$ cat src/rtl/eggtimer_ctrl.sv
// eggtimer_ctrl: control FSM for the egg timer.
// Holds the programmed cook time (four BCD digits edited with buttons),
// drives time_count's load/timer_on inputs, detects expiry of the live
// count and holds the alarm for ALARM_SECS one-second ticks.
module eggtimer_ctrl #(
   parameter int unsigned ALARM_SECS = 30
) (
   input  logic       clk,
   input  logic       reset,
   input  logic       pulse_1s,
   input  logic       btn_start,
   input  logic       btn_sel,
   input  logic       btn_inc,
   input  logic       btn_clear,
   input  logic [3:0] seconds,
   input  logic [3:0] tens_seconds,
   input  logic [3:0] minutes,
   input  logic [3:0] tens_minutes,
   output logic [3:0] seconds_prog,
   output logic [3:0] tens_seconds_prog,
   output logic [3:0] minutes_prog,
   output logic [3:0] tens_minutes_prog,
   output logic       load,
   output logic       timer_on,
   output logic [1:0] digit_sel,
   output logic       alarm,
   output logic [1:0] state_out
);

   localparam int unsigned      ACNT_W    = (ALARM_SECS > 1) ? $clog2(ALARM_SECS) : 1;
   localparam logic [ACNT_W-1:0] ACNT_LAST = ACNT_W'(ALARM_SECS - 1);
   localparam logic [ACNT_W-1:0] ACNT_ONE  = ACNT_W'(1);
   localparam logic [ACNT_W-1:0] ACNT_ZERO = ACNT_W'(0);

   typedef enum logic [1:0] {
      ST_SET   = 2'd0,
      ST_RUN   = 2'd1,
      ST_PAUSE = 2'd2,
      ST_ALARM = 2'd3
   } state_e;

   // BCD digit increment with wrap at max_val; anything at or above the
   // maximum wraps to zero so an out-of-range value can never persist.
   function automatic logic [3:0] bcd_inc(input logic [3:0] val, input logic [3:0] max_val);
      logic [3:0] res;
      if (val >= max_val) begin
         res = 4'd0;
      end else begin
         res = val + 4'd1;
      end
      return res;
   endfunction

   state_e            state_q, state_d;
   logic [3:0]        sec_q, sec_d;
   logic [3:0]        tsec_q, tsec_d;
   logic [3:0]        min_q, min_d;
   logic [3:0]        tmin_q, tmin_d;
   logic [1:0]        sel_q, sel_d;
   logic [ACNT_W-1:0] acnt_q, acnt_d;
   logic              zero_q;
   logic              load_q, timer_on_q, alarm_q;

   logic              live_zero_s;
   logic              prog_nz_s;
   logic              any_btn_s;

   assign live_zero_s = ({tens_minutes, minutes, tens_seconds, seconds} == 16'h0000);
   assign prog_nz_s   = ({tmin_q, min_q, tsec_q, sec_q} != 16'h0000);
   assign any_btn_s   = btn_start | btn_sel | btn_inc | btn_clear;

   // Next-state, digit editing and alarm counting; clear > start > sel > inc.
   always_comb begin
      state_d = state_q;
      sec_d   = sec_q;
      tsec_d  = tsec_q;
      min_d   = min_q;
      tmin_d  = tmin_q;
      sel_d   = sel_q;
      acnt_d  = acnt_q;

      case (state_q)
         ST_SET: begin
            if (btn_clear) begin
               sec_d  = 4'd0;
               tsec_d = 4'd0;
               min_d  = 4'd0;
               tmin_d = 4'd0;
               sel_d  = 2'd0;
            end else if (btn_start) begin
               if (prog_nz_s) begin
                  state_d = ST_RUN;
               end else begin
                  state_d = ST_SET;
               end
            end else if (btn_sel) begin
               sel_d = sel_q + 2'd1;
            end else if (btn_inc) begin
               case (sel_q)
                  2'd0:    sec_d  = bcd_inc(sec_q, 4'd9);
                  2'd1:    tsec_d = bcd_inc(tsec_q, 4'd5);
                  2'd2:    min_d  = bcd_inc(min_q, 4'd9);
                  2'd3:    tmin_d = bcd_inc(tmin_q, 4'd9);
                  default: sec_d  = sec_q;
               endcase
            end else begin
               state_d = ST_SET;
            end
         end

         ST_RUN: begin
            if (zero_q) begin
               state_d = ST_ALARM;
               acnt_d  = ACNT_ZERO;
            end else if (btn_clear) begin
               state_d = ST_SET;
            end else if (btn_start) begin
               state_d = ST_PAUSE;
            end else begin
               state_d = ST_RUN;
            end
         end

         ST_PAUSE: begin
            if (btn_clear) begin
               state_d = ST_SET;
            end else if (btn_start) begin
               state_d = ST_RUN;
            end else begin
               state_d = ST_PAUSE;
            end
         end

         ST_ALARM: begin
            if (any_btn_s) begin
               state_d = ST_SET;
               acnt_d  = ACNT_ZERO;
            end else if (pulse_1s) begin
               if (acnt_q >= ACNT_LAST) begin
                  state_d = ST_SET;
                  acnt_d  = ACNT_ZERO;
               end else begin
                  acnt_d = acnt_q + ACNT_ONE;
               end
            end else begin
               state_d = ST_ALARM;
            end
         end

         default: begin
            state_d = ST_SET;
            acnt_d  = ACNT_ZERO;
         end
      endcase
   end

   // State, programmed digits, alarm counter and registered output decode.
   always_ff @(posedge clk or negedge reset) begin
      if (!reset) begin
         state_q    <= ST_SET;
         sec_q      <= 4'd0;
         tsec_q     <= 4'd0;
         min_q      <= 4'd0;
         tmin_q     <= 4'd0;
         sel_q      <= 2'd0;
         acnt_q     <= ACNT_ZERO;
         load_q     <= 1'b1;
         timer_on_q <= 1'b0;
         alarm_q    <= 1'b0;
      end else begin
         state_q    <= state_d;
         sec_q      <= sec_d;
         tsec_q     <= tsec_d;
         min_q      <= min_d;
         tmin_q     <= tmin_d;
         sel_q      <= sel_d;
         acnt_q     <= acnt_d;
         load_q     <= (state_d == ST_SET);
         timer_on_q <= (state_d == ST_RUN);
         alarm_q    <= (state_d == ST_ALARM);
      end
   end

   // Zero seen while running; gated by RUN so a stale count left over from
   // SET (load lags prog by a cycle) can never trigger a false expiry.
   always_ff @(posedge clk or negedge reset) begin
      if (!reset) begin
         zero_q <= 1'b0;
      end else begin
         zero_q <= (state_q == ST_RUN) && live_zero_s;
      end
   end

   assign seconds_prog      = sec_q;
   assign tens_seconds_prog = tsec_q;
   assign minutes_prog      = min_q;
   assign tens_minutes_prog = tmin_q;
   assign digit_sel         = sel_q;
   assign load              = load_q;
   assign timer_on          = timer_on_q;
   assign alarm             = alarm_q;
   assign state_out         = state_q;

endmodule

$ cat config.mk
export PLATFORM = sky130hd
export DESIGN_NAME = eggtimer_ctrl
export DESIGN_NICKNAME = d
export VERILOG_FILES = /design/src/rtl/eggtimer_ctrl.sv
export SDC_FILE = /design/constraint.sdc
export NUM_CORES = 1
export LEC_CHECK = 0
export CORE_MARGIN = 4
export CORE_UTILIZATION = 55
export CTS_BUF_LIST = sky130_fd_sc_hd__clkbuf_8
export DETAILED_ROUTE_END_ITERATION = 6
export HOLD_SLACK_MARGIN = 0.02
export PLACE_DENSITY_LB_ADDON = 0.3
export SLEW_MARGIN = 10
export SYNTH_ARGS = -nofsm -noshare
export SYNTH_HDL_FRONTEND = slang
export SYNTH_SLANG_ARGS = --single-unit
$ cat constraint.sdc
create_clock -name clk -period 3 [get_ports clk]
set_input_delay 0.3 -clock clk [delete_from_list [all_inputs] [get_ports clk]]
set_output_delay 0.3 -clock clk [all_outputs]
set_load 0.02 [all_outputs]
### Word-level counts from Yosys, hierarchy flattened

Cells that the tools add are included.
W data, S select, Z words.

| storage, ports and cells | value |
|---|---|
| flip-flop bits (word level) | 29 |
| input bits | 23 |
| output and inout port bits | 23 |

| cells by class | value |
|---|---|
| add/subtract/negate cells | 6 |
| magnitude comparators | 5 |
| equal/unequal tests | 12 |
| mux-type cells | 46 |
| bitwise gates (word level) | 3 |
| reductions and logical operators | 19 |

Operators with widths:

| operator | number |
|---|---|
| $mux W4 | 24 |
| $mux W2 | 15 |
| $mux W5 | 4 |
| $reduce_and A5 Y1 | 4 |
| $add A4 B1 Y4 const B | 4 |
| $logic_not A16 Y1 | 1 |
| $reduce_bool A16 Y1 | 1 |
| $reduce_bool A2 Y1 | 7 |
| $ge A4 B4 Y1 const B | 3 |
| $eq A2 B2 Y1 const B | 5 |
| $pmux W5 S2 | 1 |
| $pmux W2 S4 | 1 |
| $eq A2 B1 Y1 const B | 3 |
| $logic_not A2 Y1 | 3 |
| $reduce_and A3 Y1 | 2 |
| $add A5 B1 Y5 const B | 1 |
| $ge A5 B5 Y1 const B | 1 |
| $ge A4 B3 Y1 const B | 1 |
| $ne A2 B1 Y1 const B | 2 |
| $ne A3 B3 Y1 const B | 1 |
| $or A1 B1 Y1 | 3 |
| $add A2 B1 Y2 const B | 1 |
| $ne A2 B2 Y1 const B | 1 |
| $logic_and A1 B1 Y1 | 1 |
| $mux W1 | 1 |

### Logic depth before layout (Yosys ltp)

| depth | value |
|---|---|
| word-level depth | 7 |
| gate-level depth with buffers | 6 |

### Worst setup path after synthesis

Ideal clock, no wire load.

| timing | value |
|---|---|
| path kind | flip-flop to flip-flop |
| start | reg min_q[1], in the netlist minutes_prog[1] |
| end | reg min_q[0], in the netlist minutes_prog[0] |
| setup time | 0.084 ns |
| data arrival time | 1.653 ns |
| data required time | 2.916 ns |
| path slack | 1.263 ns |
| cell stages (with the launch flop) | 7 |
| buffers on the path | 0 |
| clock period less this slack | 1.737 ns |
| path through | dfrtp_1 -> inv_1 -> ha_1 -> or3b_2 -> a21oi_1 -> nand2b_1 -> o21ai_0 |

| between the ends | value |
|---|---|
| longest elaborated chain between the ends | 7 |

Ends and longest elaborated chain:

| element | RTL line | source |
|---|---|---|
| start: declaration | 57 | `logic [3:0] min_q, min_d;` |
| start signal: assignment | 174 | `min_q <= min_d;` |
| $ge A4 B4 Y1 | 46 | `if (val >= max_val) begin` |
| $mux W4 | 46 |  |
| $mux W4 | 99 | `case (sel_q)` |
| $mux W4 | 98 | `end else if (btn_inc) begin` |
| $mux W4 | 96 | `end else if (btn_sel) begin` |
| $mux W4 | 90 | `end else if (btn_start) begin` |
| $mux W4 | 84 | `if (btn_clear) begin` |

No other way between the ends. The select of a mux whose other input is x is not followed.
A chain may end at the register's enable or synchronous reset.

### Worst setup path in the final report

| timing | value |
|---|---|
| start | reg min_q[0], in the netlist minutes_prog[0] |
| end | reg min_q[2], in the netlist minutes_prog[2] |

| between the ends | value |
|---|---|
| longest elaborated chain between the ends | 7 |
| elaborated cells on any way between the ends | 8 |

Ends and longest elaborated chain:

| element | RTL line |
|---|---|
| $add A4 B1 Y4 / $ge A4 B4 Y1 (equally long branches) | 49, 46 |
| $mux W4 (*) | 46 |
| $mux W4 (*) | 99 |
| $mux W4 (*) | 98 |
| $mux W4 (*) | 96 |
| $mux W4 (*) | 90 |
| $mux W4 (*) | 84 |

Every way passes the cells marked *; elsewhere a longest branch is shown, timed or not. The select of a mux whose other input is x is not followed.

==> reports/metrics.csv <==
stage,metric,value,unit
global_route,largest net degree at the start of global routing,20,
power_and_ir_drop,Logic pwr share,40.2,%
die,Initial Util,58.7,%
detailed_routing,# DRC,0,
detailed_routing,via count,1596,
finish,nets@finish,286,
yosys,most numerous cell in the Yosys netlist,dfrtp_1,
cts,CTS tree,yes,
detailed_routing,"wirelength, routed",3.94,mm
sta,minimum clock period,1.85,ns
yosys,"flops & latches, synth",29,
yosys,Synth Flop Type,dfrtp_1,
sta,slew margin rel.,40.7,%
run_status,status,"complete, no violations",
yosys,Syn Inst Count,189,
place,GPL Wtd Cong,0.841,
sta,max-slew violation count,0,
critical_path,Worst Setup Path Type,reg -> reg,
cts,cts hold-fix bufs,0,
detailed_routing,wire length on met2,1.79,mm
worst_hold_path,Hold Crit Class,in -> async,
yosys,"area leader, netlist",dfrtp_1,
place,hpwl dp,3.06,mm
die,core footprint,0.00310,sq mm
global_route,initial antenna violation count,0,
power_and_ir_drop,Net Sw Power,0.554,mW
global_route,GRT Total Usage,20.2,%
yosys,library cells used by synthesis,44,
critical_path,reg2reg setup slack,1.15,ns
sta,fmax,0.541,GHz
sta,Fin. Hold Viols,0,
critical_path,Critical Path Sink Type,register,
critical_path,Worst Setup Start Kind,register,
die,chip width,65.5,um
cts,post-CTS sizing,0,
detailed_routing,DR iter-0 viols,51,
sta,"Period Utilization, post-route",61.7,%
place,Post-DP Area,0.00234,sq mm
yosys,top post-synthesis cells by count,"dfrtp_1, ha_1, o21ai_0, nand2_1, inv_1",
critical_path,CP Max Fanout,7,
power_and_ir_drop,PwrDens,624,mW/mm^2
cts,latest clock arrival within the worst-skew pair,0.28,ns
finish,synthesis-to-finish area growth,33.9,%
sta,RSZ-0062 raised after global routing,false,
detailed_routing,Initial DRT Pass Iterations,4,
cts,Post-CTS Setup Repair Bufs,0,
place,Port Buf Inserts,45,
global_route,first-pass GRT wire length,6.62,mm
yosys,main area contributors after synthesis,"dfrtp_1, ha_1, o21ai_0",
critical_path,CP Data Required Time,3.18,ns
global_route,global route overflow,0,
global_route,vias in the first global route,1457,
die,Rows,20,
yosys,Post-synth ARST share,100,%
finish,Antenna diodes,0,
power_and_ir_drop,internal power,0.967,mW
yosys,number of synthesized flops with an enable pin,0,
power_and_ir_drop,Seq pwr share,36.9,%
finish,fin cells,287,
sta,Setup Viol. Count Final,0,
cts,Root Driver,clkbuf_8,
yosys,mapped cell area,0.00182,sq mm
sta,slew at the pin with the worst max-slew slack,0.886,ns
power_and_ir_drop,switching share of power,36.4,%
cts,Clock Path Buffers,2,
sta,PnR worst setup slack,1.15,ns
die,Die Y,65.5,um
detailed_routing,antenna-violating nets left,0,
sta,Fin Clk Skew,0.00580,ns
critical_path,critical path arrival,2.03,ns
yosys,YS warnings,0,
power_and_ir_drop,Pleak,1.02,nW
detailed_routing,uppermost layer routed,met4,
place,Place WS,0.981,ns
finish,share of cells above drive strength 1,9.88,%
sta,TNS Setup,0,ns
detailed_routing,vias per cell,5.56,
detailed_routing,WL per Instance,13.7,um
cts,clock buffer count from CTS,5,
sta,Hold Worst Slack,0.522,ns
die,Total Die Area,0.00429,sq mm
power_and_ir_drop,Clock Power Share,22.9,%
detailed_routing,met3 routed WL,263,um
detailed_routing,DRT met1 WL,1.83,mm
cts,clk slew on worst S/H paths,0.06,ns
cts,clk sinks,29,
cts,H-tree depth,2,
yosys,Post-Syn Nets,233,
power_and_ir_drop,Peak VDD IR,0.000313,V
yosys,share of the synthesized area in the top cell type,38.5,%
yosys,"Seq/Total Area, Yosys",39.9,%
die,Top Ports,46,
place,Cells after DPL,279,
yosys,Syn Area/Cell,9.63,sq um
run,max_cap viols,0,
finish,final design area excluding fillers,0.00244,sq mm
-- placed cells by master (no fill, tap or decap), types with 3 or more instances in the layout --
| master | count |
|---|---|
| clkdlybuf4s50_1 | 45 |
| dfrtp_1 | 28 |
| ha_1 | 21 |
| o21ai_0 | 20 |
| nand2_1 | 16 |
| inv_1 | 14 |
| nand2b_1 | 9 |
| nor2_1 | 8 |
| nand3_1 | 8 |
| a21oi_1 | 7 |
| clkbuf_8 | 7 |
| nor3_1 | 4 |
| nor4_1 | 4 |
| nor2b_1 | 3 |
| o21ai_1 | 3 |
| or3b_2 | 3 |
| o22a_1 | 3 |
| o22ai_1 | 3 |
-- metrics by stage --
stage / util, % / power (mW)
final: 78.5 / 1.52
after global routing: 78.5 / 1.63
after CTS: 78.5 / 1.54
after detailed placement: 75.3 / 1.18
after global placement: 75.3 / 1.16
after floorplan: - / 0.910
-- per-layer routing --
| metal | track usage, % | vias up |
|---|---|---|
| li1 | - | 790 |
| met1 | 26.1 | 750 |
| met2 | 31.5 | 50 |
| met3 | 6.50 | 6 |
| met4 | 7.25 | 0 |
| met5 | 0 | - |
-- logic make-up after synthesis --
logic type	synth area share, %
fa+ha+maj	14.4
simple gates	23.3
compound gates	19.2
flops	39.9
buf+inv	3.16
-- path summary, 6_finish.rpt --
check / start / endpoint / depth (start not counted)
setup / recovery: minutes_prog[0] / minutes_prog[2] / 6
hold / removal: reset / minutes_prog[0] / 1
setup reg to reg: minutes_prog[0] / minutes_prog[2] / 6
hold reg to reg: acnt_q[3] / acnt_q[3] / 1
max in group asynchronous: reset / tens_minutes_prog[0] / 2
min in group clk: acnt_q[3] / acnt_q[3] / 1
-- worst max-delay path, stage by stage (launching register included) --
cell	delay (ns)
dfrtp_1	0.45
inv_1	0.11
ha_1	0.14
or3b_2	0.46
a21oi_1	0.27
nand2b_1	0.10
o21ai_0	0.21
-- sequential cells by signal, summed over array words and instances (netlist names) --
register	flops
load	1
zero_q	1
digit_sel	2
minutes_prog	4
seconds_prog	4
alarm	1
state_out	2
tens_seconds_prog	4
timer_on	1
acnt_q	5
tens_minutes_prog	4
-- power groups by stage --
stage                     sequential [mW]  clock (mW)  combinational (mW)
after detailed placement            0.567           0               0.613
final                               0.561       0.348               0.611
after floorplan                     0.634           0               0.276
after global placement              0.565           0               0.597
after global routing                0.576       0.380               0.673
after CTS                           0.561       0.360               0.616
-- area by class of cell --
class / count / area (sq um)
inverter: 14 / 52.6
sequential: 29 / 727
fill: 223 / 666
timing repair buffer: 47 / 465
clock buffer: 7 / 96.3
clock inverter: 1 / 5.00
multi-input combinational: 145 / 1040
tap: 44 / 55.1
No activity file was read; power rests on OpenSTA's default activity.
